===== src/rtl/stream_report_pkg.sv =====
// Shared definitions for the stream report source.
// State encoding, default word width and sizing helper.
package stream_report_pkg;

  localparam int DEFAULT_WIDTH = 8;

  localparam logic [1:0] IDLE   = 2'd0;
  localparam logic [1:0] HEADER = 2'd1;
  localparam logic [1:0] TS     = 2'd2;
  localparam logic [1:0] PROBE  = 2'd3;

  function automatic int ceil_div(input int a, input int b);
    return (a + b - 1) / b;
  endfunction

endpackage


===== src/rtl/report_word_shifter.sv =====
// Report word shifter: parallel load of the whole report, then
// shift right one word per accept; the low word is the output.
// Ports: clk, arst, load_i, shift_i, data_i[NW*WIDTH], word_o[WIDTH].
module report_word_shifter
  import stream_report_pkg::*;
#(
  parameter int WIDTH = DEFAULT_WIDTH,
  parameter int NW    = 6
) (
  input  logic                  clk,
  input  logic                  arst,
  input  logic                  load_i,
  input  logic                  shift_i,
  input  logic [NW*WIDTH-1:0]   data_i,
  output logic [WIDTH-1:0]      word_o
);

  logic [NW*WIDTH-1:0] sr_q;
  logic [NW*WIDTH-1:0] sr_d;

  always_comb begin
    sr_d = sr_q;
    if (load_i) begin
      sr_d = data_i;
    end else if (shift_i) begin
      sr_d = sr_q >> WIDTH;
    end
  end

  always_ff @(posedge clk or posedge arst) begin
    if (arst) begin
      sr_q <= '0;
    end else begin
      sr_q <= sr_d;
    end
  end

  assign word_o = sr_q[WIDTH-1:0];

endmodule


===== src/rtl/stream_reporter.sv =====
// Debug report source: snapshots probe + timestamp on request and
// streams header, timestamp and probe words over ready/valid.
// Ports: clk, arst, probe, start_harvest, reporting,
//        dout_ready, dout_valid, dout[WIDTH].
module stream_reporter
  import stream_report_pkg::*;
#(
  parameter int         WIDTH   = DEFAULT_WIDTH,
  parameter int         PROBE_W = 32,
  parameter int         TS_W    = 16,
  parameter logic [7:0] ID      = 8'h00
) (
  input  logic               clk,
  input  logic               arst,
  input  logic [PROBE_W-1:0] probe,
  input  logic               start_harvest,
  output logic               reporting,
  input  logic               dout_ready,
  output logic               dout_valid,
  output logic [WIDTH-1:0]   dout
);

  localparam int NT = ceil_div(TS_W, WIDTH);
  localparam int NP = ceil_div(PROBE_W, WIDTH);
  localparam int NW = 1 + NT + NP;
  localparam int CW = $clog2(NW + 1);

  logic [1:0]      state_q;
  logic [1:0]      state_d;
  logic [CW-1:0]   idx_q;
  logic [CW-1:0]   idx_d;
  logic [TS_W-1:0] ts_q;
  logic            load;
  logic            accept;

  logic [NP*WIDTH-1:0] probe_pad;
  logic [NT*WIDTH-1:0] ts_pad;
  logic [WIDTH-1:0]    id_w;

  // Free-running timestamp, never stalls.
  always_ff @(posedge clk or posedge arst) begin
    if (arst) begin
      ts_q <= '0;
    end else begin
      ts_q <= ts_q + TS_W'(1);
    end
  end

  always_ff @(posedge clk or posedge arst) begin
    if (arst) begin
      state_q <= IDLE;
      idx_q   <= '0;
    end else begin
      state_q <= state_d;
      idx_q   <= idx_d;
    end
  end

  assign accept = dout_valid && dout_ready;

  // idx_q counts words already accepted in this report.
  always_comb begin
    state_d = state_q;
    idx_d   = idx_q;
    load    = 1'b0;
    case (state_q)
      IDLE: begin
        if (start_harvest) begin
          state_d = HEADER;
          idx_d   = '0;
          load    = 1'b1;
        end
      end
      HEADER: begin
        if (accept) begin
          state_d = TS;
          idx_d   = idx_q + CW'(1);
        end
      end
      TS: begin
        if (accept) begin
          idx_d = idx_q + CW'(1);
          if (idx_q == CW'(NT)) begin
            state_d = PROBE;
          end
        end
      end
      PROBE: begin
        if (accept) begin
          idx_d = idx_q + CW'(1);
          if (idx_q == CW'(NW - 1)) begin
            state_d = IDLE;
            idx_d   = '0;
          end
        end
      end
      default: begin
        state_d = IDLE;
        idx_d   = '0;
      end
    endcase
  end

  always_comb begin
    reporting  = (state_q != IDLE);
    dout_valid = (state_q != IDLE);
  end

  always_comb begin
    probe_pad              = '0;
    probe_pad[PROBE_W-1:0] = probe;
    ts_pad                 = '0;
    ts_pad[TS_W-1:0]       = ts_q;
    id_w                   = '0;
    id_w[7:0]              = ID;
  end

  report_word_shifter #(
    .WIDTH (WIDTH),
    .NW    (NW)
  ) u_shift (
    .clk     (clk),
    .arst    (arst),
    .load_i  (load),
    .shift_i (accept),
    .data_i  ({probe_pad, ts_pad, id_w}),
    .word_o  (dout)
  );

endmodule


===== config.mk =====
export PLATFORM = sky130hd
export DESIGN_NAME = stream_reporter
export DESIGN_NICKNAME = d
export VERILOG_FILES = /design/src/rtl/stream_report_pkg.sv /design/src/rtl/report_word_shifter.sv /design/src/rtl/stream_reporter.sv
export SDC_FILE = /design/constraint.sdc
export NUM_CORES = 1
export LEC_CHECK = 0
export ABC_AREA = 0
export CAP_MARGIN = 20
export CORE_ASPECT_RATIO = 0.7
export CORE_MARGIN = 3
export CORE_UTILIZATION = 55
export DETAILED_ROUTE_END_ITERATION = 8
export PLACE_DENSITY_LB_ADDON = 0.25
export SLEW_MARGIN = 20
export SYNTH_ARGS = -nofsm -noshare
export SYNTH_HDL_FRONTEND = slang
export SYNTH_SLANG_ARGS = --single-unit
export TNS_END_PERCENT = 10

===== constraint.sdc =====
create_clock -name clk -period 3.7 [get_ports clk]
set_input_delay 1.11 -clock clk [delete_from_list [all_inputs] [get_ports clk]]
set_output_delay 1.11 -clock clk [all_outputs]
set_load 0.005 [all_outputs]

==> run_results.csv, run 1 <==
group,metric,value,unit
status,status,"finished, final reports clean",
setup_path,cp-end-kind,"output pin",
sta,rsz0062_at_grt,"false",
global_routing,grt_pass1_wl,11570,um
setup_path,crit_top_cell,"inv_1",
synthesis,synth_common_cells,"nand2_1 (86), dfrtp_1 (77), a22oi_1 (24)",
drt,first_pass_iters,5,
synthesis,async_flop_share,1.000,
drt,wl_per_cell,15.38,um
die,core-area,0.005899,sq mm
drt,first_iter_violations,140,
setup_path,path_buf_inv,3,
drt,vias_per_cell,5.610,
pwr,peakVddDrop,0.0002881,V
sta,whs,0.4758,ns
placed_design,portBuffers,45,
placed_design,dpl_worst_slack,0.7820,ns
synthesis,synth_warnings,0,
placed_design,place_congestion,0.7897,
global_routing,grt.total_usage,0.2049,
sta,fmax,344.6,MHz
die,rows,23,
cells_and_area,nFillCells,433,
placed_design,hpwl,4857,um
cells_and_area,nets,414,
cells_and_area,diodes,0,
synthesis,syn_inst,336,
cts,insertion_delay,0.34,ns
synthesis,synth_nets,381,
cts,cts_resized,0,
die,die_y,72.29,um
die,die-area,0.007278,sq mm
sta,finalCritPeriodShare,0.7844,
pwr,pwr_density_cell,695.2,mW/mm^2
setup_path,max_stage_delay,0.50,ns
setup_path,path_max_fanout,7,
sta,finalHoldViolations,0,
run,maxCapViolations,0,
setup_path,crit_type,"reg2out",
die,initial_core_util,0.5852,
drt,antenna_left,0,
global_routing,gr-total-overflow,0,
setup_path,critPathRequiredTime,2.59,ns
sta,skew,0.006757,ns
setup_path,start_kind,"register",
cts,clk_pin_slew,0.07,ns
cts,htreeDepth,3,
sta,fin_ws,0.7978,ns
synthesis,yosysTopAreaCell,"dfrtp_1",
sta,tns,0,ns
global_routing,grt_max_degree,49,
cts,cts_tree,"yes",
setup_path,critPathArrivalTime,1.79,ns
setup_path,worstPathCellList,"inv_1, ha_1, inv_1, clkdlybuf4s50_1",
sta,fin_crit,2.902,ns
synthesis,ys_ff_latch,77,
cells_and_area,syn2layout_area_growth,17.32,%
synthesis,synth.cell_area,0.003452,sq mm
cts,clockBufferDepth,2,
die,ioPinCount,46,
synthesis,synth-seq-area-share,0.5582,
cts,cts_sinks,77,
cells_and_area,drive_gt1_frac,0.07278,
global_routing,grt_pass1_vias,2445,
synthesis,synth.distinct_cells,37,
synthesis,synth_edf_count,0,
drt,wirelength,6860,um
cts,cts_hold_buf,0,
synthesis,synth_flop_cell,"dfrtp_1",
die,die_w,100.7,um
cts,ctsRootBufferMaster,"clkbuf_8",
drt,vias,2502,
synthesis,avgSynthCellArea,10.27,sq um
setup_path,critical_path.top_delay_family,"buffers and inverters",
synthesis,synth_top_area_frac,0.5582,
cts,post-cts-setup-buffer-count,0,
global_routing,antenna_found_initial,0,
setup_path,crit_path_top_delay_cell,"clkdlybuf4s50_1",
synthesis,netlist_top_cells_area,"dfrtp_1 (56%), nand2_1 (9.4%), a22oi_1 (5.2%)",
sta,setup_viol,0,
sta,maxSlewViolCount,0,
min_path,min-delay-path-class,"reg2reg",
sta,worst_pin_slew,0.9385,ns
pwr,power_leakage,1.986,nW
cts,cts_buffers,9,
synthesis,synth.most_common_cell,"nand2_1",
drt,drcViolationCount,0,
sta,slew_headroom,0.3728,
## layout by cell type, fill, tap and decap left out, types with 2 or more instances in the layout
cell type	synthesis	layout
inv_1	9	8
xnor2_1	7	7
a22o_1	16	16
nand2_1	86	86
dfrtp_1	77	77
nand3_1	6	6
xor2_1	5	5
a31oi_1	16	16
nand3_2	3	3
a22oi_1	24	24
nand2b_1	2	2
a21o_1	2	2
nor2_1	21	20
ha_1	9	9
o31ai_1	3	3
and3_1	5	5
buf_4	9	4
clkbuf_8	0	10
clkdlybuf4s50_1	0	45
## power breakdown
| part | internal, W | leakage [nW] | switching [W] |
|---|---|---|---|
| Sequential | 0.00114 | 0.990 | 0.000186 |
| Combinational | 0.000447 | 0.919 | 0.000514 |
| Clock | 0.000250 | 0.0771 | 0.000279 |
## flip-flops by register name, indices dropped and copies added (netlist names)
name / count
u_shift.sr_q: 56
ts_pad: 16
idx_q: 3
state_q: 2
## cells by family after synthesis
family / count (synthesis) / share of synthesized area
AOI/OAI and AO/OA: 68 / 0.1471
xor gates and xnor gates: 13 / 0.03516
adders and majority gates: 9 / 0.03262
buffers and inverters: 37 / 0.05618
DFF: 77 / 0.5582
muxes: 1 / 0.002900
and+or+nand+nor: 131 / 0.1678
## worst register-to-register path: stages, from the launching register on
cell	delay, ns
dfrtp_1	0.42
inv_1	0.12
ha_1	0.31
and2_1	0.22
nor2_2	0.56
buf_4	0.38
nand2_1	0.10
nand2_1	0.08
## final cells by class
cell class              count  area, sq um  share of cell area
clock buffers              11        141.4             0.03491
flip-flops and latches     77         1927              0.4758
repair buffers             50        500.5              0.1236
inverters                   9        33.78            0.008341
multi-input cells         222         1341              0.3312
well taps                  75        93.84             0.02317
clock inverters             2        12.51            0.003089
## final timing paths
check	start	endpoint	slack [ns]	cells past startpoint
min	ts_pad[0]	ts_pad[0]	0.48	1
max reg2reg	state_q[0]	u_shift.sr_q[28]	1.44	7
min in group asynchronous	arst	u_shift.sr_q[55]	1.06	2
min reg2reg	ts_pad[0]	ts_pad[0]	0.48	1
max	state_q[0]	dout_valid	0.80	4
max in group asynchronous	arst	ts_pad[13]	1.94	3
## stage by stage
stage | cell area [sq um] | cells | total power (W) | util
2_1_floorplan | 3452 | 336 | 0.002026 | -
3_3_place_gp | 3896 | 433 | 0.002249 | 0.6604
3_5_place_dp | 3896 | 433 | 0.002304 | 0.6604
4_1_cts | 4050 | 446 | 0.002833 | 0.6865
5_1_grt | 4050 | 446 | 0.003025 | 0.6865
6_report | 4050 | 446 | 0.002816 | 0.6865
## per-layer routing
metal,vias to the layer above,track usage,part of all wire
met5,-,0,0
met4,0,0.05830,0.011
met3,10,0.07012,0.045
met2,56,0.3093,0.48
met1,1224,0.2848,0.46
li1,1212,-,-
(Power assumes the default switching activity.)
==> run 2: changes to the inputs <==
- CORE_UTILIZATION: 55 -> 49
- clock period: 3.7 -> 2.4 ns (I/O delays scaled with it)
==> run 2 against run 1 <==
Critical path depth unchanged. Register-to-register slack got worse by 0.78 ns. Clock skew about the same. Design area increased by 2.8%. Flip-flop and latch count unchanged. Via count decreased by 0.84%. Die area increased by 11%. Cell count increased by 5.4%. Clock-buffer cell count increased by 1. Combinational power increased by 67%. Critical path type unchanged. Largest cell class unchanged. Largest power group unchanged.
==> run_results.csv, run 2 (synthesis gave the netlist of run 1 again) <==
group,metric,value,unit
drt,wirelength,6864,um
die,die-area,0.008104,sq mm
sta,finalCritPeriodShare,0.9579,
pwr,clockPowerShare,0.189,
cells_and_area,nFillCells,556,
setup_path,critPathArrivalTime,1.58,ns
min_path,min-delay-path-class,"reg2reg",
sta,finalHoldViolations,0,
sta,fin_crit,2.299,ns
cts,cts_sinks,77,
cells_and_area,drive_gt1_frac,0.09499,
cells_and_area,syn2layout_area_growth,20.66,%
sta,skew,0.006612,ns
sta,fmax,435.0,MHz
cts,insertion_delay,0.35,ns
sta,tns,0,ns
pwr,p_int,0.002957,W
status,status,"finished, final reports clean",
run,maxCapViolations,0,
pwr,power_leakage,2.038,nW
cells_and_area,top_register,"u_shift.sr_q",
sta,maxSlewViolCount,0,
placed_design,place_congestion,0.7893,
sta,slew_headroom,0.7635,
cells_and_area,multiInputGateArea,0.001341,sq mm
cells_and_area,final_cell_mix,"nand2_1 (86), dfrtp_1 (77), clkdlybuf4s50_1 (44)",
setup_path,cp-end-kind,"output pin",
setup_path,rr_startpoint,"state_q[0]",
pwr,switchingPower,0.001521,W
sta,rsz0062_at_grt,"false",
drt,antenna_left,0,
cts,ctsRootBufferMaster,"clkbuf_8",
die,rows,24,
placed_design,portBuffers,45,
drt,first_pass_iters,5,
global_routing,grt_pass1_vias,2520,
cts,clockBufferDepth,2,
drt,vias_per_cell,5.279,
pwr,pwr_density_cell,1075,mW/mm^2
drt,first_iter_violations,153,
global_routing,grt.total_usage,0.1831,
setup_path,path_max_fanout,4,
pwr,peakVddDrop,0.0004503,V
die,initial_core_util,0.5298,
pwr,p_comb_frac,0.358,
cts,cts_buffers,9,
cts,clk_pin_slew,0.07,ns
placed_design,hpwl,4803,um
die,die_w,106.3,um
global_routing,grt_pass1_wl,11870,um
cells_and_area,largest_reg_flops,56,
sta,whs,0.4719,ns
sta,worst_pin_slew,0.3547,ns
min_path,hold_path.startpoint,"ts_pad[0]",
cells_and_area,final_common_cell,"nand2_1",
global_routing,gr-total-overflow,0,
setup_path,crit_type,"reg2out",
cells_and_area,nets,421,
global_routing,grt_max_degree,67,
cells_and_area,final_util,0.6392,
die,die_y,76.23,um
drt,vias,2481,
cells_and_area,diodes,0,
die,ioPinCount,46,
sta,setup_viol,0,
setup_path,startpoint,"state_q[0]",
setup_path,start_kind,"register",
setup_path,critPathRequiredTime,1.68,ns
die,core-area,0.006516,sq mm
pwr,p_sw_frac,0.3396,
cells_and_area,seq_area,0.001927,sq mm
cts,htreeDepth,3,
drt,drcViolationCount,0,
drt,wl_per_cell,14.60,um
pwr,seqPwrFrac,0.453,
cts,cts_tree,"yes",
global_routing,antenna_found_initial,0,
==> run 2: cell count changes in the layout (fill, tap and decap cells not counted), sizes merged <==
cell	delta
buf	+7
clkbuf	+1
clkdlybuf4s50	-1
inv	-1
dlymetal6s2s	+1
clkinv	+1
==> run 2: timing repair <==
action                     CTS  global route
gates resized for setup      0             2
hold buffers                 0             0
setup endpoints to repair    2             2
buffers inserted             2             1
==> run 2: final cells by class <==
| cell class | count | area share |
|---|---|---|
| sequential | 77 | 0.4626 |
| tap | 91 | 0.02734 |
| clock buffer | 12 | 0.03725 |
| inverter | 9 | 0.009012 |
| clock inverter | 2 | 0.002403 |
| timing repair buffer | 57 | 0.1394 |
| multi-input combinational | 222 | 0.3220 |
==> run 2: metrics by stage <==
step / instances / setup slack, ns / instance area [sq um] / power (W)
after global routing: 470 / 0.003950 / 4165 / 0.004830
after detailed placement: 453 / 0.3097 / 3975 / 0.003624
after global placement: 453 / 0.3839 / 3975 / 0.003554
after floorplan: 336 / 0.7338 / 3456 / 0.003124
final: 470 / 0.1010 / 4165 / 0.004478
after CTS: 469 / 0.05459 / 4155 / 0.004509
==> run 2: final timing paths <==
kind	to	slack [ns]	cells after the start
worst max-delay path	dout_valid	0.10	4
worst min-delay path	ts_pad[0]	0.47	1
worst max register to register	idx_q[2]	0.66	7
worst min register to register	ts_pad[0]	0.47	1
max in group asynchronous	u_shift.sr_q[8]	1.11	3
min in group asynchronous	u_shift.sr_q[0]	0.67	2
==> run 2: power by group through the flow <==
stage	clock network [W]	registers, W	logic, W
after global routing	0.000927	0.00208	0.00182
after detailed placement	0	0.00206	0.00157
after floorplan	0	0.00196	0.00116
final	0.000848	0.00203	0.00160
after CTS	0.000870	0.00202	0.00161
after global placement	0	0.00204	0.00152
==> run 2: worst max-delay path: stages (launching register included) <==
cell	delay [ns]
dfrtp_1	0.35
inv_1	0.09
ha_1	0.22
inv_1	0.08
clkdlybuf4s50_1	0.50
==> run 2: routing by layer <==
metal / vias to the layer above / GRT usage / part of all wire
met5: - / 0 / 0
met4: 0 / 0.04010 / 0.0099
met3: 8 / 0.06351 / 0.053
met2: 62 / 0.2737 / 0.45
met1: 1192 / 0.2589 / 0.49
li1: 1219 / - / -
==> run 3: changes to the inputs <==
- ABC_AREA: 0 -> 1
- CORE_UTILIZATION: 49 -> 50
- SLEW_MARGIN: 20 -> 10
==> run 3 against run 2 <==
Die area grew 4.3%. Worst hold slack improved by 0.039 ns. Clock-buffer cell count shrank 1. Design area increased by 5.3%. Global-route usage up 0.82 points. Sequential power decreased by 3%. Worst setup slack worse by 0.017 ns. Clock skew grew 0.0023 ns. Synthesized cell count up 21%. Critical endpoint unchanged. Sequential share of layout area shrank 2.3 points. Synthesized area is 6.7% higher. Register-to-register slack better by 0.17 ns.
==> run_results.csv, run 3 <==
group,metric,value,unit
sta,finalHoldViolations,0,
cells_and_area,final_cell_mix,"nand2_1 (85), dfrtp_1 (77), inv_1 (51)",
cells_and_area,diodes,0,
global_routing,busiest_layer,"met2",
global_routing,grt_pass1_vias,2829,
setup_path,rr_startpoint,"state_q[0]",
setup_path,crit_type,"reg2out",
synthesis,synth.distinct_cells,27,
global_routing,grt_max_degree,66,
die,die-area,0.008452,sq mm
cts,htreeDepth,3,
sta,rsz0062_at_grt,"false",
sta,worst_pin_slew,0.3983,ns
setup_path,start_kind,"register",
drt,first_iter_violations,158,
global_routing,met1_usage,0.2617,
setup_path,critPathArrivalTime,1.60,ns
drt,drcViolationCount,0,
die,ioPinCount,46,
min_path,hold_path.startpoint,"ts_pad[15]",
sta,finalCritPeriodShare,0.9650,
die,core-area,0.006944,sq mm
sta,maxSlewViolCount,0,
global_routing,grt_pass1_wl,12770,um
drt,vias,2791,
cts,clockBufferDepth,2,
synthesis,synth_warnings,0,
synthesis,synth_top_area_frac,0.5229,
drt,antenna_left,0,
cts,insertion_delay,0.34,ns
cells_and_area,final_common_cell,"nand2_1",
sta,skew,0.008923,ns
sta,tns,0,ns
drt,wl_per_cell,13.57,um
die,die_y,77.83,um
placed_design,portBuffers,45,
placed_design,place_congestion,0.8443,
cts,ctsRootBufferMaster,"clkbuf_8",
cts,clk_pin_slew,0.08,ns
die,rows,25,
cts,cts_sinks,77,
run,maxCapViolations,0,
synthesis,netlist_top_cells_area,"dfrtp_1 (52%), nand2_1 (8.7%), inv_1 (5.3%)",
cells_and_area,largest_reg_flops,56,
cts,cts_buffers,9,
sta,slew_headroom,0.7317,
status,status,"finished, final reports clean",
global_routing,use_met3,0.05569,
cts,cts_hold_buf,0,
setup_path,path_max_fanout,5,
synthesis,synth-seq-area-share,0.5229,
cells_and_area,nets,490,
cells_and_area,final_util,0.6317,
cells_and_area,fin_cells,543,
synthesis,syn_inst,408,
global_routing,antenna_found_initial,0,
die,die_w,108.6,um
sta,fin_crit,2.316,ns
pwr,power_leakage,1.977,nW
cells_and_area,top_register,"u_shift.sr_q",
synthesis,ys_ff_latch,77,
cts,cts_tree,"yes",
pwr,peakVddDrop,0.0006593,V
synthesis,async_flop_share,1.000,
min_path,min-delay-path-class,"reg2reg",
synthesis,synth_nets,453,
synthesis,synth_edf_count,0,
sta,fmax,431.8,MHz
synthesis,synth_common_cells,"nand2_1 (85), dfrtp_1 (77), inv_1 (52)",
synthesis,synth.cell_area,0.003685,sq mm
sta,setup_viol,0,
synthesis,synth_flop_cell,"dfrtp_1",
global_routing,gr-total-overflow,0,
placed_design,hpwl,5094,um
cells_and_area,drive_gt1_frac,0.09354,
placed_design,place_inst,526,
setup_path,startpoint,"state_q[0]",
drt,vias_per_cell,5.140,
synthesis,yosysTopAreaCell,"dfrtp_1",
die,initial_core_util,0.5306,
drt,wirelength,7369,um
cells_and_area,syn2layout_area_growth,19.05,%
placed_design,place_area,0.004170,sq mm
setup_path,critPathRequiredTime,1.68,ns
global_routing,met2_usage,0.2996,
synthesis,synth.most_common_cell,"nand2_1",
cells_and_area,stdcell_area,0.004387,sq mm
drt,first_pass_iters,5,
pwr,power,0.004926,W
global_routing,grt.total_usage,0.1913,
synthesis,avgSynthCellArea,9.031,sq um
setup_path,cp-end-kind,"output pin",
pwr,pwr_density_cell,1123,mW/mm^2
[run 3: cell count changes in the layout (fill, tap and decap cells not counted), moves of 12 or more]
cell,delta
a22o_1,-16
a22oi_1,-24
a31oi_1,-16
inv_1,+44
nand3_1,+20
nor2_1,+16
o21ai_0,+25
o221ai_1,+12
[run 3: metal layers]
layer / routed length, um / up-vias
li1: - / 1388
met1: 3479 / 1330
met2: 3389 / 66
met3: 418 / 7
met4: 82 / 0
met5: 0 / -
[run 3: critical path, cell delays in order (launching register included)]
cell             delay (ns)
dfrtp_1                0.36
inv_1                  0.08
ha_2                   0.22
inv_2                  0.09
clkdlybuf4s50_1        0.50
[run 3: final timing paths]
check | cells after the start | slack, ns | end
max reg2reg | 8 | 0.83 | u_shift.sr_q[14]
max | 4 | 0.08 | dout_valid
min in group asynchronous | 2 | 0.68 | u_shift.sr_q[4]
min | 2 | 0.51 | ts_pad[15]
max in group asynchronous | 3 | 1.11 | u_shift.sr_q[27]
min reg2reg | 2 | 0.51 | ts_pad[15]
[run 3: kinds of logic after synthesis]
logic type / share of synthesized area
AOI/OAI and AO/OA: 0.1484
xor gates and xnor gates: 0.02377
adders and majority gates: 0.03056
buffers and inverters: 0.1019
DFF: 0.5229
and+or+nand+nor: 0.1725
[run 3: power by group]
part           internal [W]  leakage [nW]  switching [W]
sequential          0.00178         0.977       0.000181
clock              0.000528         0.101       0.000450
combinational      0.000855         0.900        0.00113
total               0.00316          1.98        0.00176
[run 3: final cells by class]
cell class | instances | area [sq um]
Clock inverter | 4 | 47.55
Sequential cell | 77 | 1927
Tap cell | 94 | 117.6
Timing Repair Buffer | 54 | 555.5
Multi-Input combinational cell | 250 | 1385
Inverter | 53 | 202.7
Clock buffer | 11 | 151.4
Fill cell | 628 | 2557
[run 3: what timing repair did]
| action | CTS | global route |
|---|---|---|
| gates cloned | 0 | 0 |
| endpoints found under the hold margin | 0 | 0 |
| setup buffers | 2 | 0 |
| resized for setup | 0 | 1 |
| setup endpoints to repair | 2 | 2 |
[run 3: through the flow]
step,worst slack [ns],hold WS (ns)
final,0.08408,0.5107
after global routing,0.006983,0.5420
after CTS,0.01571,0.5117
after detailed placement,0.2794,0.4944
after global placement,0.3396,0.4893
after floorplan,0.7274,0.4551
